[src/rtl/sw_addr_ctrl.sv]
// Switch-driven debug read controller: debounces board switches, encodes the highest
// set switch into a read address, issues rd_req/rd_ack reads and holds the result for display.
module sw_addr_ctrl #(
  parameter int unsigned DEB_CYCLES     = 50000,
  parameter int unsigned ACK_TIMEOUT    = 255,
  parameter int unsigned REFRESH_CYCLES = 1000000
) (
  input  logic        clk,
  input  logic        rst,
  input  logic [15:0] sw,
  output logic        rd_req,
  output logic [3:0]  rd_addr,
  input  logic        rd_ack,
  input  logic [31:0] rd_data,
  output logic [31:0] disp_data,
  output logic [3:0]  disp_addr,
  output logic        disp_valid,
  output logic        timeout_err,
  output logic        busy
);

  typedef enum logic [1:0] {IDLE, REQ, DONE} state_t;

  localparam logic [31:0] DEB_LAST = (DEB_CYCLES == 0)     ? 32'd0 : 32'(DEB_CYCLES - 1);
  localparam logic [31:0] ACK_LAST = (ACK_TIMEOUT == 0)    ? 32'd0 : 32'(ACK_TIMEOUT - 1);
  localparam logic [31:0] REF_LAST = (REFRESH_CYCLES == 0) ? 32'd0 : 32'(REFRESH_CYCLES - 1);
  localparam bit          REF_EN   = (REFRESH_CYCLES != 0);

  logic [15:0] sw_meta_reg, sw_sync_reg, sw_stable_reg;
  logic [31:0] deb_cnt_reg, ref_cnt_reg, to_cnt_reg;
  logic        stable_upd_reg, pending_reg, rd_req_reg, busy_reg;
  logic        disp_valid_reg, timeout_err_reg;
  logic [3:0]  rd_addr_reg, disp_addr_reg, last_idx_reg, enc_idx;
  logic [31:0] disp_data_reg;
  state_t      state_reg;
  logic        change_evt, refresh_tick;

  function automatic logic [3:0] enc_hi(input logic [15:0] v);
    logic [3:0] idx;
    idx = 4'd0;
    for (int i = 0; i < 16; i++)
      if (v[i]) idx = 4'(i);
    return idx;
  endfunction

  assign enc_idx      = enc_hi(sw_stable_reg);
  assign change_evt   = stable_upd_reg && (enc_idx != last_idx_reg);
  assign refresh_tick = REF_EN && (state_reg == IDLE) && (ref_cnt_reg == REF_LAST);

  // Synchronizer and debounce; the counter restarts on the edge where sw_sync is about to change.
  always_ff @(posedge clk or posedge rst) begin
    if (rst) begin
      sw_meta_reg    <= '0;
      sw_sync_reg    <= '0;
      sw_stable_reg  <= '0;
      deb_cnt_reg    <= '0;
      stable_upd_reg <= 1'b0;
    end else begin
      sw_meta_reg    <= sw;
      sw_sync_reg    <= sw_meta_reg;
      stable_upd_reg <= 1'b0;
      if ((sw_meta_reg != sw_sync_reg) || (sw_sync_reg == sw_stable_reg)) begin
        deb_cnt_reg <= '0;
      end else if (deb_cnt_reg == DEB_LAST) begin
        sw_stable_reg  <= sw_sync_reg;
        stable_upd_reg <= 1'b1;
        deb_cnt_reg    <= '0;
      end else begin
        deb_cnt_reg <= deb_cnt_reg + 32'd1;
      end
    end
  end

  always_ff @(posedge clk or posedge rst) begin
    if (rst) begin
      state_reg       <= IDLE;
      pending_reg     <= 1'b1;
      rd_req_reg      <= 1'b0;
      rd_addr_reg     <= '0;
      last_idx_reg    <= '0;
      disp_data_reg   <= '0;
      disp_addr_reg   <= '0;
      disp_valid_reg  <= 1'b0;
      timeout_err_reg <= 1'b0;
      busy_reg        <= 1'b0;
      ref_cnt_reg     <= '0;
      to_cnt_reg      <= '0;
    end else begin
      case (state_reg)
        IDLE: begin
          if (pending_reg) begin
            rd_addr_reg  <= enc_idx;
            last_idx_reg <= enc_idx;
            rd_req_reg   <= 1'b1;
            to_cnt_reg   <= '0;
            ref_cnt_reg  <= '0;
            busy_reg     <= 1'b1;
            state_reg    <= REQ;
          end else if (REF_EN) begin
            ref_cnt_reg <= refresh_tick ? 32'd0 : ref_cnt_reg + 32'd1;
          end
        end
        REQ: begin
          if (rd_ack) begin
            disp_data_reg   <= rd_data;
            disp_addr_reg   <= rd_addr_reg;
            disp_valid_reg  <= 1'b1;
            timeout_err_reg <= 1'b0;
            rd_req_reg      <= 1'b0;
            state_reg       <= DONE;
          end else if (to_cnt_reg == ACK_LAST) begin
            disp_valid_reg  <= 1'b0;
            timeout_err_reg <= 1'b1;
            rd_req_reg      <= 1'b0;
            state_reg       <= DONE;
          end else begin
            to_cnt_reg <= to_cnt_reg + 32'd1;
          end
        end
        DONE: begin
          busy_reg  <= 1'b0;
          state_reg <= IDLE;
        end
        default: begin
          rd_req_reg <= 1'b0;
          busy_reg   <= 1'b0;
          state_reg  <= IDLE;
        end
      endcase
      // New events win over the clear so a change seen during issue is not lost.
      if (change_evt || refresh_tick)
        pending_reg <= 1'b1;
      else if ((state_reg == IDLE) && pending_reg)
        pending_reg <= 1'b0;
    end
  end

  assign rd_req      = rd_req_reg;
  assign rd_addr     = rd_addr_reg;
  assign disp_data   = disp_data_reg;
  assign disp_addr   = disp_addr_reg;
  assign disp_valid  = disp_valid_reg;
  assign timeout_err = timeout_err_reg;
  assign busy        = busy_reg;

endmodule

[config.mk]
export PLATFORM = sky130hd
export DESIGN_NAME = sw_addr_ctrl
export DESIGN_NICKNAME = d
export VERILOG_FILES = /design/src/rtl/sw_addr_ctrl.sv
export SDC_FILE = /design/constraint.sdc
export NUM_CORES = 1
export LEC_CHECK = 0
export ABC_AREA = 1
export CORE_AREA = 10 10 207 111
export CTS_CLUSTER_SIZE = 12
export DETAILED_ROUTE_END_ITERATION = 7
export DIE_AREA = 0 0 217 121
export PLACE_DENSITY = 0.75
export SLEW_MARGIN = 10
export SYNTH_ARGS = -nofsm -noshare
export SYNTH_HDL_FRONTEND = slang
export SYNTH_SLANG_ARGS = --single-unit
[constraint.sdc]
create_clock -name clk -period 11.1 [get_ports clk]
set_input_delay 3.33 -clock clk [delete_from_list [all_inputs] [get_ports clk]]
set_output_delay 3.33 -clock clk [all_outputs]
set_load 0.01 [all_outputs]
# Word-level counts from Yosys, hierarchy flattened
# Index checks and enable logic that the tools add are counted.
# totals
in_bits,51
word_cells,90
ff_bits,192
out_inout_bits,44
# op_classes
eq_ne,12
n_reduce_logical,17
n_addsub,3
n_mux,39
bitwise_logic,3
# op_table
op,count
$mux 32,7
$add 32x1->32 const B,3
$pmux 32 s2,1
$mux 4,13
$eq 32x16->1 const B,1
$eq 32x20->1 const B,1
$eq 32x8->1 const B,1
$eq 16x16->1,1
$ne 16x16->1,1
$reduce_and 2->1,6
$mux 1,11
$mux 2,4
$ne 2x2->1 const B,3
$reduce_bool 2->1,3
$ne 4x4->1,1
$pmux 2 s2,1
$reduce_and 4->1,1
$logic_and 1x1->1,3
$ne 3x3->1 const B,1
$not 1->1,3
$pmux 1 s3,1
$reduce_and 3->1,1
$eq 2x1->1 const B,1
$eq 2x2->1 const B,1
other kinds (3),4

# Logic depth before layout (Yosys ltp)
# Gate-level depths: netlist of the first run.
# logic_depth
depth_word,19
depth_mapped,19

# Worst setup path after synthesis of the first run
# Ideal clock, no wire load.
# synth_path
path_type,input port to flip-flop
startpoint,input port rd_ack
endpoint,"register disp_addr_reg[3], in the netlist disp_addr[3]"
required_time_ns,10.975
path_buffers,1
arrival_ns,4.176
cell_stages,3
slack_ns,6.799
setup_time_ns,0.125
cell_sequence,nand2_1 > buf_1 > mux2_2
# synth_between
elab_chain_cells,1
# synth_rtl
element,line,text
from (decl),13,"input logic rd_ack,"
$reduce_and 2->1 (no source line),-,
to (signal assigned),106,disp_addr_reg <= rd_addr_reg;
to (decl),33,"logic [3:0] rd_addr_reg, disp_addr_reg, last_idx_reg, enc_idx;"
# No other way between the ends.
# A chain may end at the register's enable or synchronous reset.

==> impl_metrics.ini, run 1 <==
[outcome]
outcome = completed

[synth]
synth_commonest_cells = nand2_1 (220), dfrtp_1 (191), inv_1 (126)
synth_edf_count = 0
yosysTopAreaCell = dfrtp_1
syn-num-nets = 1143
yosys-top-cells-area = dfrtp_1 (50%), nand2_1 (8.7%), inv_1 (5.0%)
synth_flop_cell = dfrtp_1
synth.most_common_cell = nand2_1
yosysSeqAreaShare = 0.505
ys_warn_count = 0
postSynthCellCount = 1088
syn_area_per_cell_sq_um = 8.74
yosysTopAreaCellShare = 0.502
synth_cell_types = 47
ys_seq_elements = 192
async_flop_share = 1.00
syn_area_sq_um = 9510

[sta]
fmax_mhz = 202
fin_tns_setup_ns = 0
tightest_slew_ns = 1.12
skew_ns = 0.0119
final-hold-violation-count = 0
setup_violations = 0
rsz0062_at_grt = no
min_period_ns = 4.94
fin_crit_sh = 0.445
maxSlewHeadroom = 0.254
maxSlewViolCount = 0

[cts]
holdBufCountCts = 0
cts_root_buf = clkbuf_16
tritoncts = done
insertion_delay_ns = 0.44
clockBufferDepth = 2
clock_sinks = 192
cts_max_level = 4
cts_resized = 0
clk_pin_slew_ns = 0.07
post_cts_buffers = 0
cts_made_buffers = 17

[worst_setup_path]
cpPeakStageDelay_ns = 0.94
cp-start-kind = primary input
cp.required_ns = 11.49
slowest_stage = buf_4
endpoint_kind = async pin
worst-path-buf-inv = 3
crit_fanout = 107
ff2ff_setup_slack_ns = 6.36
worstPathArrival_ns = 5.33
cpLargestDelayFamily = buffers and inverters
cp_cell_sequence = clkdlybuf4s50_1, inv_8, buf_4
critPathKind = in2async

[place]
finalWeightedCongestion = 0.885
placedCellCount = 1427
hpwlAfterDp_um = 16200
io_buffers = 94

[power_and_ir_drop]
p_int_w = 0.00108
power_w = 0.00139
p_comb_frac = 0.030
vdd_drop_max_mv = 0.107
power_density_nw_per_um2 = 123
power.switching_w = 0.000315
swShare = 0.226
leakagePower_nw = 4.99
p_seq_frac = 0.509
clkPwrFrac = 0.461

[worst_hold_path]
hold_class = reg2reg

[final_layout]
instances_no_fill = 1459
area_delta_synth_final_pct = 19.0
finalNetCount = 1235
drive_gt1_frac = 0.0989
fin_util = 0.587
n_antenna_cell = 0
fill_cells = 1667

[drt]
vias = 7689
drtAntennaViolNets = 0
drc = 0
wl_um = 22300
via_per_inst = 5.27
first_pass_iters = 5
drt_iter0_markers = 614
wl_per_cell_um = 15.3

[global_route]
grt_pass1_vias = 7617
grtUsageTotal = 0.172
antenna_found_initial = 0
grt_pass1_wl_um = 37500
grt_start_max_net_pins = 108
overflow = 0

[floorplan]
start_util = 0.493
die_h_um = 121
coreArea_sq_um = 19300
ios = 95
die_w_um = 217
row_count = 36
die_area_sq_um = 26300

[run]
maxCapViolCount = 0
-- per-layer routing --
layer,global-route usage,routed length (um)
met1,0.216,10100
met2,0.302,11300
met3,0.0321,692
met4,0.0417,240
met5,0,0
-- worst register-to-register path: stages, from the launching register on --
cell and delay (ns):
dfrtp_1 0.42, nor2_2 0.87, inv_1 0.47, nor2_1 0.91, inv_1 0.53, nand2_1 0.70
nand2_1 0.28, nor3_2 0.19, o21ai_0 0.10, a21oi_1 0.16
-- cell families after synthesis --
group	after synthesis	share of synthesized area
AOI/OAI and AO/OA	141	0.0841
xor gates and xnor gates	53	0.0488
adders and majority gates	4	0.00526
buffers and inverters	153	0.0627
DFF	192	0.505
muxes	33	0.0391
and+or+nand+nor	512	0.255
-- power groups by stage --
stage	clock (W)	sequential, W	combinational [W]
2_1_floorplan	0	0.000723	0.0000187
5_1_grt	0.000681	0.000711	0.0000463
3_5_place_dp	0	0.000724	0.0000426
6_report	0.000643	0.000710	0.0000412
3_3_place_gp	0	0.000724	0.0000415
4_1_cts	0.000657	0.000710	0.0000427
-- placed cells by master (no fill, tap or decap), types with 3 or more instances in the layout --
master and count:
nand2_1 220, dfrtp_1 191, inv_1 125, nor2_1 101, clkdlybuf4s50_1 94, o21ai_0 60
nand4_1 47, nor3_1 40, nand3_1 35, mux2_2 33, xor2_1 33, a21oi_1 32
xnor2_1 20, nor4_1 18, o22ai_1 18, clkbuf_16 17, o31ai_1 16, nor2_2 15
or2_2 7, nand2_2 7, nor2_4 6, inv_6 5, ha_1 4, a31oi_1 3
a211oi_1 3, nor3_2 3, o21ai_1 3, nor3b_1 3, inv_8 3
-- metrics by stage --
| step | hold WS [ns] | area [sq um] | worst slack (ns) |
|---|---|---|---|
| detailed placement | 0.386 | 10700 | 5.53 |
| finish | 0.400 | 11300 | 6.16 |
| global placement | 0.379 | 10700 | 5.54 |
| global route | 0.414 | 11300 | 5.77 |
| floorplan | 0.367 | 9510 | 2.54 |
| CTS | 0.403 | 11300 | 5.99 |
-- final timing paths --
path / from / cells after the start / endpoint
min in group asynchronous: rst / 2 / ref_cnt_reg[14]
max: rst / 3 / disp_data[24]
min reg2reg: sw_meta_reg[2] / 0 / sw_sync_reg[2]
min: sw_meta_reg[2] / 0 / sw_sync_reg[2]
max in group clk: rd_ack / 8 / to_cnt_reg[22]
max reg2reg: state_reg[0] / 9 / to_cnt_reg[22]
-- layout make-up --
| class | instances | area (sq um) | area share |
|---|---|---|---|
| well taps | 266 | 333 | 0.0294 |
| flip-flops and latches | 192 | 4810 | 0.425 |
| inverters | 130 | 498 | 0.0440 |
| clock inverters | 13 | 164 | 0.0145 |
| repair buffers | 96 | 956 | 0.0845 |
| clock buffers | 19 | 453 | 0.0400 |
| multi-input cells | 743 | 4110 | 0.363 |
Power figures use the tool's default switching activity.
==> run 2: changes to the inputs <==
Settings changed: PLACE_DENSITY 0.75 to 0.77.
Clock period 11.1 ns to 4.5 ns, I/O delays scaled along.
==> run 2 against run 1 <==
Against the previous run:
- die area unchanged
- global-route usage up 0.41 points
- final cell count down 0.14%
- critical path depth up 9
- core utilization down 0.16 points
- cell area down 0.28%
- critical path type is now reg2reg
- largest power group unchanged
==> impl_metrics.ini, run 2 (synthesis gave the netlist of run 1 again) <==
[outcome]
outcome = completed

[sta]
min_period_ns = 3.12
maxSlewHeadroom = 0.304
rsz0062_at_grt = no
tightest_slew_ns = 1.04
final-hold-violation-count = 0
fin_crit_sh = 0.692
layout_setup_ws_ns = 1.38
fin_tns_setup_ns = 0
maxSlewViolCount = 0
skew_ns = 0.0197
setup_violations = 0
fmax_mhz = 321

[worst_setup_path]
critPathKind = reg2reg
cp-start-kind = flop
cpMostUsedCell = nand2_1
worstPathArrival_ns = 3.49
cp_cell_sequence = inv_1, nor2_2, clkinv_1, nor2_1, nand2_1, nand2_1, nand2_1, nor2_1, nand3_1, nand2_1, nand2_1, nor2_1
ff2ff_setup_slack_ns = 1.38
endpoint_kind = flop
cpPeakStageDelay_ns = 0.57
crit_fanout = 21
worst-path-buf-inv = 2
slowest_stage = nand2_1
cp.required_ns = 4.87
cpLargestDelayFamily = simple AND/OR/NAND/NOR gates

[global_route]
overflow = 0
grt_pass1_wl_um = 38100
grt_pass1_vias = 7683
grt_start_max_net_pins = 193
grtUsageTotal = 0.176
antenna_found_initial = 0

[final_layout]
n_antenna_cell = 0
area_delta_synth_final_pct = 18.7
finalNetCount = 1237
drive_gt1_frac = 0.0982
final_cell_mix = nand2_1 (219), dfrtp_1 (191), inv_1 (125)
final_common_cell = nand2_1
fill_cells = 1684

[power_and_ir_drop]
power_w = 0.00334
vdd_drop_max_mv = 0.255
p_int_w = 0.00261
power.switching_w = 0.000735
swShare = 0.220
p_comb_frac = 0.031
leakagePower_nw = 4.97
clkPwrFrac = 0.445
p_seq_frac = 0.524
power_density_nw_per_um2 = 296

[drt]
dr_wl_met2_um = 11700
met1_length_um = 9780
drc = 0
highest_layer = met4
first_pass_iters = 5
wl_um = 22700
via_per_inst = 5.36
vias = 7812
drt_iter0_markers = 644
routed-wl-met3_um = 956
drtAntennaViolNets = 0
wl_per_cell_um = 15.6

[worst_hold_path]
hold_class = reg2reg

[place]
finalWeightedCongestion = 0.881
hpwlAfterDp_um = 16300
io_buffers = 94
place_ws_ns = 1.10

[floorplan]
coreArea_sq_um = 19300
die_w_um = 217
row_count = 36
die_h_um = 121
ios = 95
die_area_sq_um = 26300
start_util = 0.493

[cts]
clk_pin_slew_ns = 0.07
cts_max_level = 4
insertion_delay_ns = 0.45
holdBufCountCts = 0
cts_made_buffers = 17
cts_resized = 0
post_cts_buffers = 0
clockBufferDepth = 2
clock_sinks = 192
tritoncts = done
cts_root_buf = clkbuf_16

[run]
maxCapViolCount = 0
-- run 2: changes by cell type in the layout (fill, tap and decap cells not counted), sizes merged --
cell / delta
clkinvlp: +1
buf: +2
inv: -3
clkbuf: -2
-- run 2: power groups by stage --
stage	clock (W)	sequential, W	combinational (W)
6_report	0.00149	0.00175	0.000103
5_1_grt	0.00159	0.00175	0.000116
4_1_cts	0.00152	0.00175	0.000106
3_5_place_dp	0	0.00179	0.000105
3_3_place_gp	0	0.00178	0.000103
2_1_floorplan	0	0.00178	0.0000463
-- run 2: worst paths after layout --
path / start / to / depth (start not counted)
worst min register to register: sw_meta_reg[6] / sw_sync_reg[6] / 0
max in group asynchronous: rst / to_cnt_reg[21] / 3
worst max-delay path: state_reg[0] / to_cnt_reg[9] / 12
worst min-delay path: sw_meta_reg[6] / sw_sync_reg[6] / 0
worst max register to register: state_reg[0] / to_cnt_reg[9] / 12
min in group asynchronous: rst / ref_cnt_reg[26] / 3
-- run 2: cell type report --
cell class	count	area, sq um	share of cell area
sequential	192	4810	0.426
multi-input combinational	743	4110	0.364
timing repair buffer	98	983	0.0871
inverter	130	494	0.0438
clock buffer	17	425	0.0377
tap	266	333	0.0295
clock inverter	11	134	0.0119
-- run 2: stage by stage --
| step | hold slack [ns] | utilization | cell area (sq um) | std cells |
|---|---|---|---|---|
| after floorplan | 0.367 | - | 9520 | 1088 |
| after global placement | 0.380 | 0.556 | 10700 | 1429 |
| after detailed placement | 0.382 | 0.556 | 10700 | 1429 |
| after CTS | 0.399 | 0.585 | 11300 | 1457 |
| after global routing | 0.404 | 0.585 | 11300 | 1457 |
| final | 0.396 | 0.585 | 11300 | 1457 |
-- run 2: per-layer routing --
| metal | vias up | track usage |
|---|---|---|
| li1 | 3807 | - |
| met1 | 3812 | 0.215 |
| met2 | 171 | 0.306 |
| met3 | 22 | 0.0398 |
| met4 | 0 | 0.0569 |
| met5 | - | 0 |
==> run 3: changes to the inputs <==
Clock period 4.5 ns to 2.5 ns, I/O delays scaled along.
==> run 3 against run 2 <==
Against the previous run:
- clock skew shrank 0.0069 ns
- sequential power is 80% higher
- fmax up 38%
- sequential cell count unchanged
- via count grew 1.0%
- sequential share of layout area is 0.94 points lower
- first-iteration DRC count shrank 8.4%
- die area unchanged
- non-clock buffer count rose by 21
- highest routed layer unchanged
==> impl_metrics.ini, run 3 (synthesis gave the netlist of run 1 again) <==
[worst_setup_path]
worstReg2RegStart = ref_cnt_reg[0]
reg2reg_to = ref_cnt_reg[30]
endpoint_kind = flop
cp-start-kind = flop
crit_path_end = ref_cnt_reg[30]
cp.required_ns = 2.86
worstPathArrival_ns = 2.61
startpoint = ref_cnt_reg[0]
ff2ff_setup_slack_ns = 0.25
crit_fanout = 5
r2r_cells = 13
critPathKind = reg2reg

[floorplan]
die_w_um = 217
row_count = 36
ios = 95
coreArea_sq_um = 19300
start_util = 0.493
die_area_sq_um = 26300
die_h_um = 121

[cts]
holdBufCountCts = 0
tritoncts = done
cts_root_buf = clkbuf_16
clock_sinks = 192
cts_max_level = 4
clk_pin_slew_ns = 0.07
cts_made_buffers = 17
insertion_delay_ns = 0.44
clockBufferDepth = 2

[sta]
maxSlewHeadroom = 0.658
skew_ns = 0.0127
min_period_ns = 2.25
fmax_mhz = 444
maxSlewViolCount = 0
final-hold-violation-count = 0
layout_setup_ws_ns = 0.248
tightest_slew_ns = 0.512
fin_crit_sh = 0.901
setup_violations = 0
fin_hold_ws_ns = 0.398
fin_tns_setup_ns = 0

[global_route]
grt_pass1_wl_um = 39300
grt_pass1_vias = 7994
grt_start_max_net_pins = 63
overflow = 0
grtUsageTotal = 0.180
antenna_found_initial = 0

[drt]
wl_um = 23600
highest_layer = met4
met1_length_um = 10500
first_pass_iters = 5
routed-wl-met3_um = 830
via_per_inst = 5.33
drc = 0
drtAntennaViolNets = 0
wl_per_cell_um = 15.9
dr_wl_met2_um = 12000
drt_iter0_markers = 590
vias = 7894

[worst_hold_path]
hold_class = reg2reg

[final_layout]
finalNetCount = 1258
final_common_cell = nand2_1
fill_cells = 1635
area_delta_synth_final_pct = 21.3
drive_gt1_frac = 0.117
final_cell_mix = nand2_1 (219), dfrtp_1 (191), inv_1 (124)
instances_no_fill = 1482
fin_util = 0.599
n_antenna_cell = 0

[place]
place_ws_ns = 0.104
placedCellCount = 1449
io_buffers = 94
finalWeightedCongestion = 0.885
hpwlAfterDp_um = 17300

[run]
maxCapViolCount = 0

[power_and_ir_drop]
p_seq_frac = 0.509
leakagePower_nw = 5.11
vdd_drop_max_mv = 0.561
power.switching_w = 0.00140
swShare = 0.226
p_comb_frac = 0.033
clkPwrFrac = 0.459
power_density_nw_per_um2 = 537
p_int_w = 0.00479

[outcome]
outcome = completed
## run 3: cell types whose count changed in the layout (fill, tap and decap cells not counted), moves of 2 or more
cell      previous run  this run
buf_4                3        20
buf_12               1         5
clkbuf_1             0         2
inv_8                0         2
clkinv_4             2         0
clkbuf_8             0         2
## run 3: through the flow
stage	total power, W	instance area (sq um)
floorplan	0.00329	9520
finish	0.00620	11500
global route	0.00641	11500
global placement	0.00341	10900
CTS	0.00624	11500
detailed placement	0.00342	10900
## run 3: layout make-up
class                           count  area, sq um  area share
Inverter                          130          494      0.0428
Clock buffer                       21          460      0.0399
Timing Repair Buffer              119         1190       0.103
Multi-Input combinational cell    743         4120       0.357
Tap cell                          266          333      0.0288
Clock inverter                     11          139      0.0120
Sequential cell                   192         4810       0.416
## run 3: critical path, cell delays in order, from the launching register on
cell and delay [ns]:
dfrtp_1 0.41, ha_1 0.21, nand2_1 0.07, nor2_2 0.15
nand4_1 0.17, nor2_2 0.16, nand3_1 0.14, nor2_2 0.15
nand2_2 0.11, nor2_2 0.11, nand2_1 0.13, o21ai_0 0.20
nand2_1 0.07, o22ai_1 0.11
## run 3: layer usage
layer | up-vias | global-route usage
met3 | 27 | 0.0329
met2 | 176 | 0.324
met1 | 3837 | 0.220
li1 | 3854 | -
met4 | 0 | 0.0469
met5 | - | 0
## run 3: power groups by stage
stage               logic [W]  clock network [W]  registers [W]
finish               0.000202            0.00284        0.00315
global route         0.000224            0.00303        0.00316
CTS                  0.000209            0.00287        0.00315
detailed placement   0.000207                  0        0.00321
global placement     0.000201                  0        0.00321
floorplan           0.0000834                  0        0.00321
## run 3: worst min path at each step
| stage | to | slack [ns] | cells past startpoint | start |
|---|---|---|---|---|
| floorplan | sw_sync_reg[13] | 0.37 | 0 | sw_meta_reg[13] |
| global placement | sw_sync_reg[10] | 0.38 | 0 | sw_meta_reg[10] |
| detailed placement | sw_sync_reg[6] | 0.38 | 0 | sw_meta_reg[6] |
| CTS | sw_sync_reg[5] | 0.40 | 0 | sw_meta_reg[5] |
| global route | sw_sync_reg[3] | 0.41 | 0 | sw_meta_reg[3] |
| finish | sw_sync_reg[5] | 0.40 | 0 | sw_meta_reg[5] |
## run 3: repair_timing
action                                  CTS  global route
setup buffers                             0             1
resized for setup                         0             3
endpoints found under the setup margin    0             4
==> RTL change 1: new RTL, settings of run 1 <==
Re-encode `state_t` (3 states) as one-hot, 3 bits wide.
--- a/src/rtl/sw_addr_ctrl.sv
+++ b/src/rtl/sw_addr_ctrl.sv
@@ -20,5 +20,5 @@
 );
 
-  typedef enum logic [1:0] {IDLE, REQ, DONE} state_t;
+  typedef enum logic [2:0] {IDLE = 3'b001, REQ = 3'b010, DONE = 3'b100} state_t;
 
   localparam logic [31:0] DEB_LAST = (DEB_CYCLES == 0)     ? 32'd0 : 32'(DEB_CYCLES - 1);
Check against the original RTL: same outputs for any inputs over 4 cycles, from zero or initial values and one cycle with rst high; so few cycles prove little.
==> RTL change 1 against run 1 <==
- cell area about the same
- via count grew 4.5%
- wire length is 1.1% higher
- sequential cell count is 1 higher
- clock skew shrank 0.0025 ns
- final cell count increased by 5.1%
- synthesized area grew 0.33%
- sequential share of layout area grew 0.20 points
- worst setup slack gained 0.14 ns
- critical path type unchanged
- largest cell class unchanged
Power is not compared: it rests on default switching activity, and its combinational part moved more than twofold at a synthesized area within 25%.
==> RTL change 1: results (changes against run 1) <==
global_route:
  grt_usage_pct: 17.4  # +0.13 points
  grt_pass1_vias: 7793  # +2.3%
  grt_pass1_wl_mm: 37.9  # +1.2%
sta:
  finalHoldWorstSlack_ns: 0.392  # -0.00755 ns
  skew_ns: 0.00942  # -0.00251 ns
synthesis:
  synth_common_cells: "nand2_1, dfrtp_1, inv_1, nor2_1, o21ai_0"
  syn_nets: 1222  # +6.9%
  synthTopCellsByArea: "dfrtp_1, nand2_1, inv_1, nor2_1, o21ai_0"
  synth_adder_area_share_pct: 0.524  # -0.0017 points
  synth_seq_area_share_pct: 50.6  # +0.11 points
  avgSynthCellArea_um2: 8.18  # -6.5%
  synth_compound_area_share_pct: 8.51  # +0.10 points
  synth_xor_area_share_pct: 5.23  # +0.35 points
  ys_types: 43  # -8.5%
critical_path:
  worstReg2RegEnd: "ref_cnt_reg[24]"
  cp.arrival_ns: 5.29  # -0.04 ns
  max_stage_delay_ns: 0.74  # -0.20 ns
  cp_max_fo: 132  # +23%
  rrSetupSlack_ns: 7.82  # +1.46 ns
  r2r-start: "state_reg[0]"
  reg2reg_depth: 11  # +2
drt:
  wirelength_mm: 22.6  # +1.1%
  drt_iter0_drc: 747  # +22%
  num_vias: 8032  # +4.5%
place:
  preCtsSetupSlack_ns: 5.74  # +0.210 ns
  gp_congestion: 0.936  # +5.8%
  hpwl_mm: 16.0  # -0.67%
  dpl.cell_count: 1502  # +5.3%
worst_hold_path:
  whs_endpoint: "sw_sync_reg[8]"
power_and_ir_drop:
  p_leak_nw: 4.97
outcome:
  status: "finished clean"
cells_and_area:
  syn2layout_area_growth_pct: 18.7
  fin_nets: 1310  # +6.1%
  drive_above_1_share_pct: 6.62  # -3.3 points
  fin_cells: 1534  # +5.1%
  n_fill_cell: 1693  # +1.6%
==> RTL change 1: cell types whose count changed after synthesis, moves of 7 or more <==
| cell | delta |
|---|---|
| nand2_1 | +105 |
| mux2_2 | -33 |
| nand4_1 | -16 |
| nor3_1 | -11 |
| nor2_1 | +10 |
| nand3_1 | +9 |
| inv_2 | +7 |
==> RTL change 1: kinds of logic (layout without fill, tap and decap cells) <==
family	after synthesis	after routing
AND/OR/NAND/NOR	605	605
flip-flops	193	193
buffers and inverters	166	267
AO/OA/AOI/OAI	142	142
XOR/XNOR	57	57
adder cells (fa/ha/maj)	4	4
==> RTL change 1: area by class of cell <==
| type | count | area share (%) |
|---|---|---|
| clock buffers | 20 | 4.03 |
| well taps | 266 | 2.94 |
| repair buffers | 97 | 8.51 |
| flip-flops and latches | 193 | 42.7 |
| clock inverters | 12 | 1.26 |
| multi-input cells | 808 | 36.0 |
| inverters | 138 | 4.64 |
==> RTL change 1: routing by layer <==
metal / GRT usage, % / vias to the layer above / part of all wire [%]
li1: - / 3948 / -
met1: 22.0 / 3868 / 46
met2: 29.3 / 185 / 48
met3: 3.33 / 31 / 4.0
met4: 6.12 / 0 / 1.9
met5: 0 / - / 0
==> RTL change 1: where the power goes <==
part / internal, mW / switching [mW]
logic: 0.0753 / 0.0866
clock network: 0.349 / 0.279
registers: 0.741 / 0.0327
==> RTL change 1: how the worst max path moves through the flow <==
stage,cells after the start,slack (ns),to,start
global route,3,6.02,deb_cnt_reg[1],rst
CTS,3,6.19,deb_cnt_reg[1],rst
global placement,3,5.77,deb_cnt_reg[0],rst
finish,3,6.29,deb_cnt_reg[4],rst
floorplan,1,2.52,busy,rst
detailed placement,3,5.74,deb_cnt_reg[2],rst
==> RTL change 2: new RTL, config.mk and constraints of run 1 <==
Without the edit above. Set the parameter `DEB_CYCLES` to 37500 (it was 50000).
--- a/src/rtl/sw_addr_ctrl.sv
+++ b/src/rtl/sw_addr_ctrl.sv
@@ -2,5 +2,5 @@
 // set switch into a read address, issues rd_req/rd_ack reads and holds the result for display.
 module sw_addr_ctrl #(
-  parameter int unsigned DEB_CYCLES     = 50000,
+  parameter int unsigned DEB_CYCLES     = 37500,
   parameter int unsigned ACK_TIMEOUT    = 255,
   parameter int unsigned REFRESH_CYCLES = 1000000
Check against the original RTL: same outputs for any inputs over 4 cycles, from zero or initial values and one cycle with rst high; that may be too few to reach the edited logic, so the function may still have changed.
==> RTL change 2 against run 1 <==
- worst setup slack gained 0.18 ns
- via count grew 1.8%
- cell area grew 0.94%
- critical path type is now reg2out
- maximum frequency grew 3.7%
- synthesized area grew 1.7%
- total power shrank 3.9%
- wire length grew 2.0%
- sequential cell count is the same
==> RTL change 2: results (changes against run 1) <==
synthesis:
  synth_seq_area_share_pct: 49.7  # -0.86 points
  synthTopCellsByArea: "dfrtp_1, nand2_1, inv_1, nor2_1, mux2_2"
  avgSynthCellArea_um2: 8.84  # +1.1%
  synth_common_cells: "nand2_1, dfrtp_1, inv_1, nor2_1, o21ai_0"
  ys.flop_type: "dfrtp_1"
  ys_types: 50  # +6.4%
clock_network:
  clkTransAtPathRegs_ns: 0.07  # about the same
  cts_setup_buffers: 0  # unchanged
  cts_resized: 0  # unchanged
  root_buffer: "clkbuf_16"
  clk_path_buf_depth: 2  # unchanged
  cts_max_level: 4  # unchanged
critical_path:
  max_stage_delay_ns: 0.58  # -0.36 ns
  cp.arrival_ns: 1.44  # -3.89 ns
  crit_slowest_cell: "clkdlybuf4s50_1"
  cp_max_fo: 4  # -96%
power_and_ir_drop:
  p_comb_share_pct: 3.0  # about the same
  p_leak_nw: 4.99  # +0.16%
  clkPwrFrac_pct: 44.0  # -2.1 points
  switching_power_uw: 315  # -0.22%
  peakVddDrop_v: 0.000103  # -3.3%
outcome:
  status: "finished clean"
global_route:
  grt_pass1_wl_mm: 38.4  # +2.3%
  grt_max_degree: 137  # +27%
  grt_pass1_vias: 7925  # +4.0%
  grt_usage_pct: 17.6  # +0.38 points
  antenna_found_initial: 0  # unchanged
drt:
  drt_iter0_drc: 524  # -15%
  routed_via_density: 5.34  # +1.3%
  drc: 0  # unchanged
  dr.pass1.iters: 5  # unchanged
  wirelength_mm: 22.8  # +2.0%
place:
  gp_congestion: 0.876  # -0.99%
  port_buffers: 94  # unchanged
  hpwl_mm: 16.7  # +3.6%
sta:
  tightest_slew_ns: 1.03  # -0.0873 ns
  skew_ns: 0.0100  # -0.00189 ns
cells_and_area:
  n_fill_cell: 1695  # +1.7%
  nMultiInputCombCells: 755  # +1.6%
  nonClkBufAreaFrac_pct: 8.43  # -0.013 points
  antennaDiodeCount: 0  # unchanged
  sh_seq_area_pct: 42.1  # -0.40 points
  nNonClkBuffers: 97  # +1.0%
  final_area_um2: 11400  # +0.94%
  drive_above_1_share_pct: 10.9  # +1.0 points
  clkCellAreaFrac_pct: 5.04  # -0.41 points
  clkbuf_count: 18  # -1
  inverters: 124  # -4.6%
  multi_input_area_um2: 4270  # +3.9%
  fin_nets: 1242  # +0.57%
worst_hold_path:
  hold_class: "reg2reg"
-- RTL change 2: per-layer routing --
layer  global-route usage [%]  share of wire, %  vias to the layer above
met5                        0                 0                        -
met4                     5.64               1.3                        0
met3                     3.26               3.7                       22
met2                     31.0                51                      153
met1                     21.6                44                     3809
li1                         -                 -                     3844
-- RTL change 2: final timing paths --
path	from	to	slack, ns	cells after the start
max	last_idx_reg[3]	rd_addr[3]	6.33	1
min	sw_meta_reg[0]	sw_sync_reg[0]	0.40	0
max reg2reg	state_reg[1]	to_cnt_reg[9]	7.37	11
min reg2reg	sw_meta_reg[0]	sw_sync_reg[0]	0.40	0
max in group asynchronous	rst	to_cnt_reg[17]	6.36	3
min in group asynchronous	rst	ref_cnt_reg[9]	3.50	2
-- RTL change 2: kinds of logic (layout without fill, tap and decap cells) --
| family | count (synthesis) | in the layout | synth area share [%] |
|---|---|---|---|
| multiplexers | 33 | 33 | 3.84 |
| flip-flops | 192 | 192 | 49.7 |
| adder cells (fa/ha/maj) | 4 | 4 | 0.517 |
| AO/OA/AOI/OAI | 142 | 142 | 8.41 |
| buffers and inverters | 148 | 253 | 6.21 |
| AND/OR/NAND/NOR | 520 | 520 | 26.3 |
| XOR/XNOR | 56 | 56 | 5.07 |
-- RTL change 2: per-stage QoR --
| step | cells | power [mW] | worst slack, ns |
|---|---|---|---|
| 3_5_place_dp | 1434 | 0.766 | 5.75 |
| 5_1_grt | 1466 | 1.39 | 6.04 |
| 4_1_cts | 1466 | 1.36 | 6.21 |
| 6_report | 1466 | 1.34 | 6.33 |
| 2_1_floorplan | 1095 | 0.741 | 2.54 |
| 3_3_place_gp | 1434 | 0.765 | 5.80 |
